--- src/rtl/addr_router_pkg.sv ---
// Shared types and the address-to-channel decode function for addr_router.
package addr_router_pkg;

   typedef enum logic [1:0] {IDLE, BUSY, RESP} state_t;

   // Upper bound on channel count the decode function can describe.
   localparam int MAX_CH = 256;

   typedef struct packed {
      logic              mapped;
      logic [MAX_CH-1:0] onehot;
   } dec_t;

   // Channel i answers to address i+1; address 0 and anything past num_ch are unmapped.
   function automatic dec_t decode_addr(input logic [31:0] addr, input int num_ch);
      dec_t r;
      r = '0;
      for (int i = 0; i < MAX_CH; i++) begin
         if (i < num_ch && addr == 32'(i + 1)) begin
            r.onehot[i] = 1'b1;
            r.mapped    = 1'b1;
         end
      end
      return r;
   endfunction

endpackage

--- src/rtl/addr_router_decode.sv ---
// Combinational address decoder: one-hot channel select plus a mapped flag.
module addr_decode
   import addr_router_pkg::*;
#(
   parameter int ADDR_W = 3,
   parameter int NUM_CH = 2
) (
   input  logic [ADDR_W-1:0] addr,
   output logic [NUM_CH-1:0] onehot,
   output logic              mapped
);

   dec_t dec;

   assign dec    = decode_addr(32'(addr), NUM_CH);
   assign onehot = dec.onehot[NUM_CH-1:0];
   // Upper bits are zero by construction; folding them in keeps the whole result consumed.
   assign mapped = dec.mapped & ~|dec.onehot[MAX_CH-1:NUM_CH];

endmodule

--- src/rtl/addr_router.sv ---
// Single-outstanding address router: decode, hold a one-hot enable until ACK or
// timeout, then return a one-cycle response with read data or an error.
module addr_router
   import addr_router_pkg::*;
#(
   parameter int ADDR_W  = 3,
   parameter int DATA_W  = 8,
   parameter int NUM_CH  = 2,
   parameter int TIMEOUT = 15
) (
   input  logic                     CLK,
   input  logic                     RESETN,
   input  logic                     REQ_VALID,
   output logic                     REQ_READY,
   input  logic                     REQ_WRITE,
   input  logic [ADDR_W-1:0]        REQ_ADDR,
   input  logic [DATA_W-1:0]        REQ_WDATA,
   output logic [NUM_CH-1:0]        CH_EN,
   output logic                     CH_WRITE,
   output logic [DATA_W-1:0]        CH_WDATA,
   input  logic [NUM_CH-1:0]        CH_ACK,
   input  logic [NUM_CH*DATA_W-1:0] CH_RDATA,
   output logic                     RSP_VALID,
   output logic                     RSP_ERR,
   output logic [DATA_W-1:0]        RSP_RDATA
);

   localparam int CNT_W = $clog2(TIMEOUT + 1);

   state_t              state_q, state_d;
   logic [CNT_W-1:0]    cnt_q, cnt_d;
   logic [NUM_CH-1:0]   ch_en_q, ch_en_d;
   logic                ch_write_q, ch_write_d;
   logic [DATA_W-1:0]   ch_wdata_q, ch_wdata_d;
   logic                rsp_valid_q, rsp_valid_d;
   logic                rsp_err_q, rsp_err_d;
   logic [DATA_W-1:0]   rsp_rdata_q, rsp_rdata_d;

   logic [NUM_CH-1:0]   dec_onehot;
   logic                dec_mapped;
   logic                ack_hit;
   logic                timeout_hit;
   logic [DATA_W-1:0]   sel_rdata;

   addr_decode #(
      .ADDR_W (ADDR_W),
      .NUM_CH (NUM_CH)
   ) u_decode (
      .addr   (REQ_ADDR),
      .onehot (dec_onehot),
      .mapped (dec_mapped)
   );

   // The held enable doubles as the latched channel select while BUSY.
   assign ack_hit     = |(CH_ACK & ch_en_q);
   assign timeout_hit = (cnt_q == CNT_W'(TIMEOUT - 1));

   always_comb begin
      sel_rdata = '0;
      for (int i = 0; i < NUM_CH; i++) begin
         if (ch_en_q[i]) sel_rdata = sel_rdata | CH_RDATA[i*DATA_W +: DATA_W];
      end
   end

   always_comb begin
      state_d     = state_q;
      cnt_d       = cnt_q;
      ch_en_d     = ch_en_q;
      ch_write_d  = ch_write_q;
      ch_wdata_d  = ch_wdata_q;
      rsp_valid_d = 1'b0;
      rsp_err_d   = 1'b0;
      rsp_rdata_d = '0;
      case (state_q)
         IDLE: begin
            if (REQ_VALID) begin
               ch_write_d = REQ_WRITE;
               ch_wdata_d = REQ_WDATA;
               cnt_d      = '0;
               if (dec_mapped) begin
                  ch_en_d = dec_onehot;
                  state_d = BUSY;
               end else begin
                  state_d     = RESP;
                  rsp_valid_d = 1'b1;
                  rsp_err_d   = 1'b1;
               end
            end
         end
         BUSY: begin
            cnt_d = cnt_q + CNT_W'(1);
            // ACK takes priority over a timeout landing in the same cycle.
            if (ack_hit) begin
               state_d     = RESP;
               ch_en_d     = '0;
               rsp_valid_d = 1'b1;
               rsp_rdata_d = ch_write_q ? '0 : sel_rdata;
            end else if (timeout_hit) begin
               state_d     = RESP;
               ch_en_d     = '0;
               rsp_valid_d = 1'b1;
               rsp_err_d   = 1'b1;
            end
         end
         RESP: state_d = IDLE;
         default: begin
            state_d = IDLE;
            ch_en_d = '0;
         end
      endcase
   end

   always_ff @(posedge CLK or negedge RESETN) begin
      if (!RESETN) begin
         state_q     <= IDLE;
         cnt_q       <= '0;
         ch_en_q     <= '0;
         ch_write_q  <= 1'b0;
         ch_wdata_q  <= '0;
         rsp_valid_q <= 1'b0;
         rsp_err_q   <= 1'b0;
         rsp_rdata_q <= '0;
      end else begin
         state_q     <= state_d;
         cnt_q       <= cnt_d;
         ch_en_q     <= ch_en_d;
         ch_write_q  <= ch_write_d;
         ch_wdata_q  <= ch_wdata_d;
         rsp_valid_q <= rsp_valid_d;
         rsp_err_q   <= rsp_err_d;
         rsp_rdata_q <= rsp_rdata_d;
      end
   end

   assign REQ_READY = (state_q == IDLE);
   assign CH_EN     = ch_en_q;
   assign CH_WRITE  = ch_write_q;
   assign CH_WDATA  = ch_wdata_q;
   assign RSP_VALID = rsp_valid_q;
   assign RSP_ERR   = rsp_err_q;
   assign RSP_RDATA = rsp_rdata_q;

endmodule

--- config.mk ---
export PLATFORM = sky130hd
export DESIGN_NAME = addr_router
export DESIGN_NICKNAME = d
export VERILOG_FILES = /design/src/rtl/addr_router_pkg.sv /design/src/rtl/addr_router_decode.sv /design/src/rtl/addr_router.sv
export SDC_FILE = /design/constraint.sdc
export NUM_CORES = 1
export LEC_CHECK = 0
export BUFFER_PORTS_ARGS = -buffer_cell sky130_fd_sc_hd__buf_4
export CAP_MARGIN = 30
export CELL_PAD_IN_SITES_DETAIL_PLACEMENT = 0
export CELL_PAD_IN_SITES_GLOBAL_PLACEMENT = 2
export CORE_ASPECT_RATIO = 0.8
export CORE_MARGIN = 5
export CORE_UTILIZATION = 31
export DETAILED_ROUTE_END_ITERATION = 8
export PLACE_DENSITY_LB_ADDON = 0.1
export REMOVE_ABC_BUFFERS = 1
export SYNTH_ARGS = -nofsm -noshare
export SYNTH_HDL_FRONTEND = slang
export SYNTH_SLANG_ARGS = --single-unit
--- constraint.sdc ---
create_clock -name CLK -period 2.3 [get_ports CLK]
set_clock_uncertainty 0.05 [all_clocks]
set_input_delay 0 -clock CLK [delete_from_list [all_inputs] [get_ports CLK]]
set_output_delay 0 -clock CLK [all_outputs]
set_load 0.005 [all_outputs]
==> summary.md, run 1 <==
| Metric | Value |
|---|---|
| Status | finished, final reports clean |
| Worst ir drop on vdd | 0.396 mV |
| Leakage | 0.948 nW |
| Rows | 20 |
| Via/cell ratio | 4.53 |
| Final nets | 221 |
| Crit. End Element | flop |
| Critical path type | reg2reg |
| PD cells | 902 nW/um^2 |
| Initial DRC count | 24 |
| Total wire length | 3.45 mm |
| Met1 GRT Util | 15.6% |
| Num CTS Buffers | 3 |
| Vias in the first global route | 1202 |
| Clock tree from TritonCTS | built |
| Share of the synthesized area in the top cell type | 53.0% |
| Slew margin rel. | 68.7% |
| DR pass1 iterations | 4 |
| Routed Antenna Nets | 0 |
| Post-layout min period | 1.88 ns |
| GP Congestion | 0.752 |
| Clock transition at path regs | 0.09 ns |
| Area leader, netlist | dfrtp_1 |
| Top_reg_cell synth | dfrtp_1 |
| Share of layout cells above drive strength 1 | 43.2% |
| Die area | 5500 sq um |
| First-pass GRT wire length | 5.46 mm |
| CTS Buffer Depth | 2 |
| Drt drc | 0 |
| Mapped Area | 1270 sq um |
| Layout area overhead | 61.6% |
| Worst Path Max Fanout | 12 |
| Wire per inst | 14.4 um |
| WP data required | 2.46 ns |
| Root buf cell | clkbuf_8 |
| Number of enable flip-flop cells after synthesis | 0 |
| Max Cap Viol | 0 |
| Diode count | 0 |
| Later-pin clock latency in the skew report | 0.27 ns |
| Ys async rst share | 100% |
| Vias | 1088 |
| Worst Hold Class | in2reg |
| DIE HEIGHT | 67.3 um |
| Yosys warns | 0 |
| Initial antenna violation count | 0 |
| Largest net degree at the start of global routing | 28 |
| Met2 Use GR | 23.8% |
| Setup_tns | 0 ns |
| I/O pin total | 55 |
| Least-Margin Pin Slew | 0.470 ns |
| Initial Utilization | 32.8% |
| Slew Viols, Final | 0 |
| Synth top area cells | dfrtp_1 53%, mux2_4 11%, a22oi_1 4.7% |
| Register area share after synthesis | 53.0% |
| Synth cell count leaders | 27 x dfrtp_1, 9 x mux2_4, 8 x a22oi_1, 8 x nor2_2, 5 x nand3_1 |
| Most common cell in the netlist | dfrtp_1 |
| Syn Inst Count | 102 |
| Total power | 1.86 mW |
| DIE WIDTH | 81.7 um |
| Total gr overflow | 0 |
| CTS Sinks | 27 |
| Syn avg cell area | 12.5 sq um |
| H-tree Lvls | 1 |
| Max Fclk | 531 MHz |
| Tot GR Track Use | 13.2% |
| Hpwl dp | 2.34 mm |
| Final worst-path cycle share | 81.8% |
| R2R Setup Slk | 0.42 ns |
| GR Layer Usage met3 | 3.07% |
| Register bit count reported by yosys | 27 |
| Final hold viol count | 0 |
| Unrepaired setup endpoints after global routing | no |
| IO Port Bufs | 54 |
| Busiest grt layer | met2 |
| Final setup vio count | 0 |
| Distinct cells, synth | 32 |
| Startpoint types | flop |
| Core box area | 3880 sq um |
| Crit path DAT | 2.04 ns |
sequential cells by signal (all words and copies together) (netlist names):
name	flops
RSP_VALID	1
cnt_q	4
CH_WRITE	1
RSP_ERR	1
CH_WDATA	8
RSP_RDATA	8
state_q	2
CH_EN	2
layer usage:
layer,share of wire (%),up-vias
li1,-,532
met1,42,520
met2,51,32
met3,6.2,4
met4,0.99,0
met5,0,-
report_power, final:
part,internal [mW],switching [mW],total [mW]
registers,0.614,0.173,0.788
clock network,0.123,0.146,0.269
logic,0.521,0.279,0.800
total,1.26,0.599,1.86
placed cells by master (no fill, tap or decap), types with 2 or more instances in the layout:
cell type,count
buf_4,55
dlygate4sd3_1,30
dfrtp_1,27
mux2_4,9
a22oi_1,8
nor2_2,8
nand3_1,5
nor2_1,4
o21ai_0,4
nor2b_1,3
a21oi_1,3
clkbuf_8,3
nand2_1,2
nand4bb_1,2
nand4_1,2
a22o_1,2
ha_1,2
critical path, stage by stage (launching register included):
cell	delay, ns
dfrtp_1	0.52
nor3b_2	0.22
buf_4	0.26
nand4bb_1	0.12
dlygate4sd3_1	0.57
nand3_1	0.07
per-stage QoR:
stage / area (sq um) / worst slack (ns) / util (%) / cells / hold WS [ns]
finish: 2060 / 0.418 / 53.1 / 240 / 0.0558
global route: 2060 / 0.291 / 53.1 / 240 / 0.0757
CTS: 2060 / 0.418 / 53.1 / 240 / 0.0568
detailed placement: 1710 / 0.635 / 44.1 / 206 / -0.114
global placement: 1710 / 0.717 / 44.1 / 206 / -0.119
floorplan: 1230 / 0.549 / - / 96 / -0.346
cell type report:
cell class	instances	area [sq um]
timing repair buffer	85	713
fill	367	1820
clock buffer	3	41.3
clock inverter	1	7.51
tap	55	68.8
sequential	27	676
inverter	1	3.75
multi-input combinational	68	548
what timing repair did:
item                                   in CTS  in global routing
gates resized for setup                     0                  0
hold buffers                               30                  0
setup buffers                               0                  0
endpoints found under the hold margin      46                  0
cells by family (layout without fill, tap and decap cells):
logic type | after synthesis | after routing | synth area share (%)
AO/OA/AOI/OAI | 22 | 22 | 12.4
adder cells (fa/ha/maj) | 2 | 2 | 1.96
XOR/XNOR | 1 | 1 | 0.688
flip-flops | 27 | 27 | 53.0
multiplexers | 11 | 11 | 12.4
buffers and inverters | 7 | 90 | 3.93
AND/OR/NAND/NOR | 32 | 32 | 15.6
path summary, 6_finish.rpt:
kind / startpoint / endpoint / depth (start not counted)
setup reg to reg: state_q[0] / CH_EN[1] / 5
max in group asynchronous: RESETN / RSP_RDATA[4] / 2
min in group asynchronous: RESETN / CH_WDATA[0] / 2
hold reg to reg: CH_WDATA[2] / CH_WDATA[2] / 1
hold / removal: CH_ACK[1] / RSP_ERR / 4
setup / recovery: state_q[0] / CH_EN[1] / 5
No activity file was read; power rests on OpenSTA's default activity.
==> inputs of run 2 (changes only) <==
Settings changed: CORE_UTILIZATION 31 to 28.
Clock period 2.3 ns to 1.9 ns, I/O delays scaled along.
==> summary.md, run 2 (synthesized netlist as in run 1, its figures left out) <==
| Metric | Value |
|---|---|
| Status | finished, final reports clean |
| Setup WS pre-CTS | 0.202 ns |
| Initial antenna violation count | 0 |
| Area of the multi-input gates | 554 sq um |
| Startpoint types | flop |
| Critical path type | reg2reg |
| Clock tree from TritonCTS | built |
| Leakage | 0.963 nW |
| Commonest non-fill, non-tap cell in the layout | buf_4 |
| Hold path start | REQ_ADDR[2] |
| Total gr overflow | 0 |
| Crit. End Element | flop |
| Crit path DAT | 1.93 ns |
| Final setup vio count | 0 |
| Layout area overhead | 63.6% |
| Max Cap Viol | 0 |
| WP data required | 2.06 ns |
| Initial Utilization | 28.4% |
| Post-layout min period | 1.77 ns |
| CTS Sinks | 27 |
| Tot GR Track Use | 12.3% |
| Initial DRC count | 33 |
| Hold path depth | 3 |
| Hold EP | RSP_VALID |
| Diode count | 0 |
| Wire per inst | 14.4 um |
| DP Area | 1730 sq um |
| Setup_tns | 0 ns |
| H-tree Lvls | 1 |
| DIE HEIGHT | 70.3 um |
| Core box area | 4490 sq um |
| Worst-case reg-to-reg path depth | 4 |
| DIE WIDTH | 85.4 um |
| Num CTS Buffers | 3 |
| Worst ir drop on vdd | 0.538 mV |
| Slew margin rel. | 70.9% |
| Final hold viol count | 0 |
| Most frequent cells in the layout | 57 x buf_4, 30 x dlygate4sd3_1, 27 x dfrtp_1 |
| Unrepaired setup endpoints after global routing | no |
| R2R Setup Slk | 0.13 ns |
| Final Cell Area | 2080 sq um |
| IO Port Bufs | 54 |
| PD cells | 1100 nW/um^2 |
| GP Congestion | 0.709 |
| Worst Path Max Fanout | 12 |
| Final worst-path cycle share | 93.0% |
| Layout Utilization | 46.4% |
| Final worst-path setup slack | 0.133 ns |
| I/O pin total | 55 |
| Largest net degree at the start of global routing | 28 |
| Clock transition at path regs | 0.09 ns |
| Max Fclk | 566 MHz |
| Worst Hold Class | in2reg |
| Later-pin clock latency in the skew report | 0.27 ns |
| Vias in the first global route | 1217 |
| Vias | 1096 |
| DR pass1 iterations | 4 |
| Slew Viols, Final | 0 |
| Share of layout cells above drive strength 1 | 43.9% |
| Least-Margin Pin Slew | 0.437 ns |
| Hpwl dp | 2.38 mm |
| FF-to-FF End | CH_EN[1] |
| Drt drc | 0 |
| Fillers | 409 |
| Die area | 6010 sq um |
| Via/cell ratio | 4.44 |
| Rows | 22 |
| Total power | 2.30 mW |
| Worst r2r src | state_q[0] |
| Routed Antenna Nets | 0 |
| Root buf cell | clkbuf_8 |
| First-pass GRT wire length | 5.96 mm |
| CTS Buffer Depth | 2 |
| Register area | 676 sq um |
| Total wire length | 3.55 mm |
| Final nets | 223 |
-- run 2: through the flow --
step / hold WS, ns / instances
after floorplan: -0.346 / 96
after global placement: -0.113 / 213
after detailed placement: -0.108 / 213
after CTS: 0.0515 / 247
after global routing: 0.0766 / 247
final: 0.0547 / 247
-- run 2: layout make-up --
type                            count  share of cell area, %
Sequential cell                    27                   32.4
Timing Repair Buffer               87                   35.0
Tap cell                           60                   3.60
Multi-Input combinational cell     68                   26.6
Clock inverter                      1                  0.240
Inverter                            1                  0.180
Clock buffer                        3                   1.98
-- run 2: metal layers --
layer  global-route usage (%)  up-vias  wire (um)
li1                         -      535          -
met1                     15.8      526       1580
met2                     20.9       33       1730
met3                     3.07        2        205
met4                     2.11        0         28
met5                        0        -          0
-- run 2: how the worst max path moves through the flow --
stage / start / to / cells past startpoint
2_1_floorplan: state_q[0] / CH_WDATA[0] / 2
3_3_place_gp: state_q[0] / CH_WDATA[0] / 3
3_5_place_dp: state_q[0] / CH_WDATA[4] / 3
4_1_cts: state_q[0] / CH_EN[1] / 4
5_1_grt: state_q[0] / CH_EN[0] / 4
6_report: state_q[0] / CH_EN[1] / 4
-- run 2: power by group --
group          total, mW  internal (mW)  leakage (nW)  switching (mW)
Sequential         0.904          0.745         0.350           0.159
Clock              0.324          0.147        0.0255           0.177
Combinational       1.07          0.660         0.588           0.412
Total               2.30           1.55         0.963           0.749
-- run 2: worst max-delay path: stages, from the launching register on --
cell and delay [ns]:
dfrtp_1 0.54, nor3b_4 0.35, nand4bb_1 0.13, dlygate4sd3_1 0.57
nand3_1 0.06
-- run 2: timing repair --
item | 4_1_cts | 5_1_grt
resized for setup | 0 | 1
buffers inserted | 0 | 0
hold buffers | 30 | 0
setup endpoints to repair | 0 | 2
hold endpoints to repair | 46 | 0
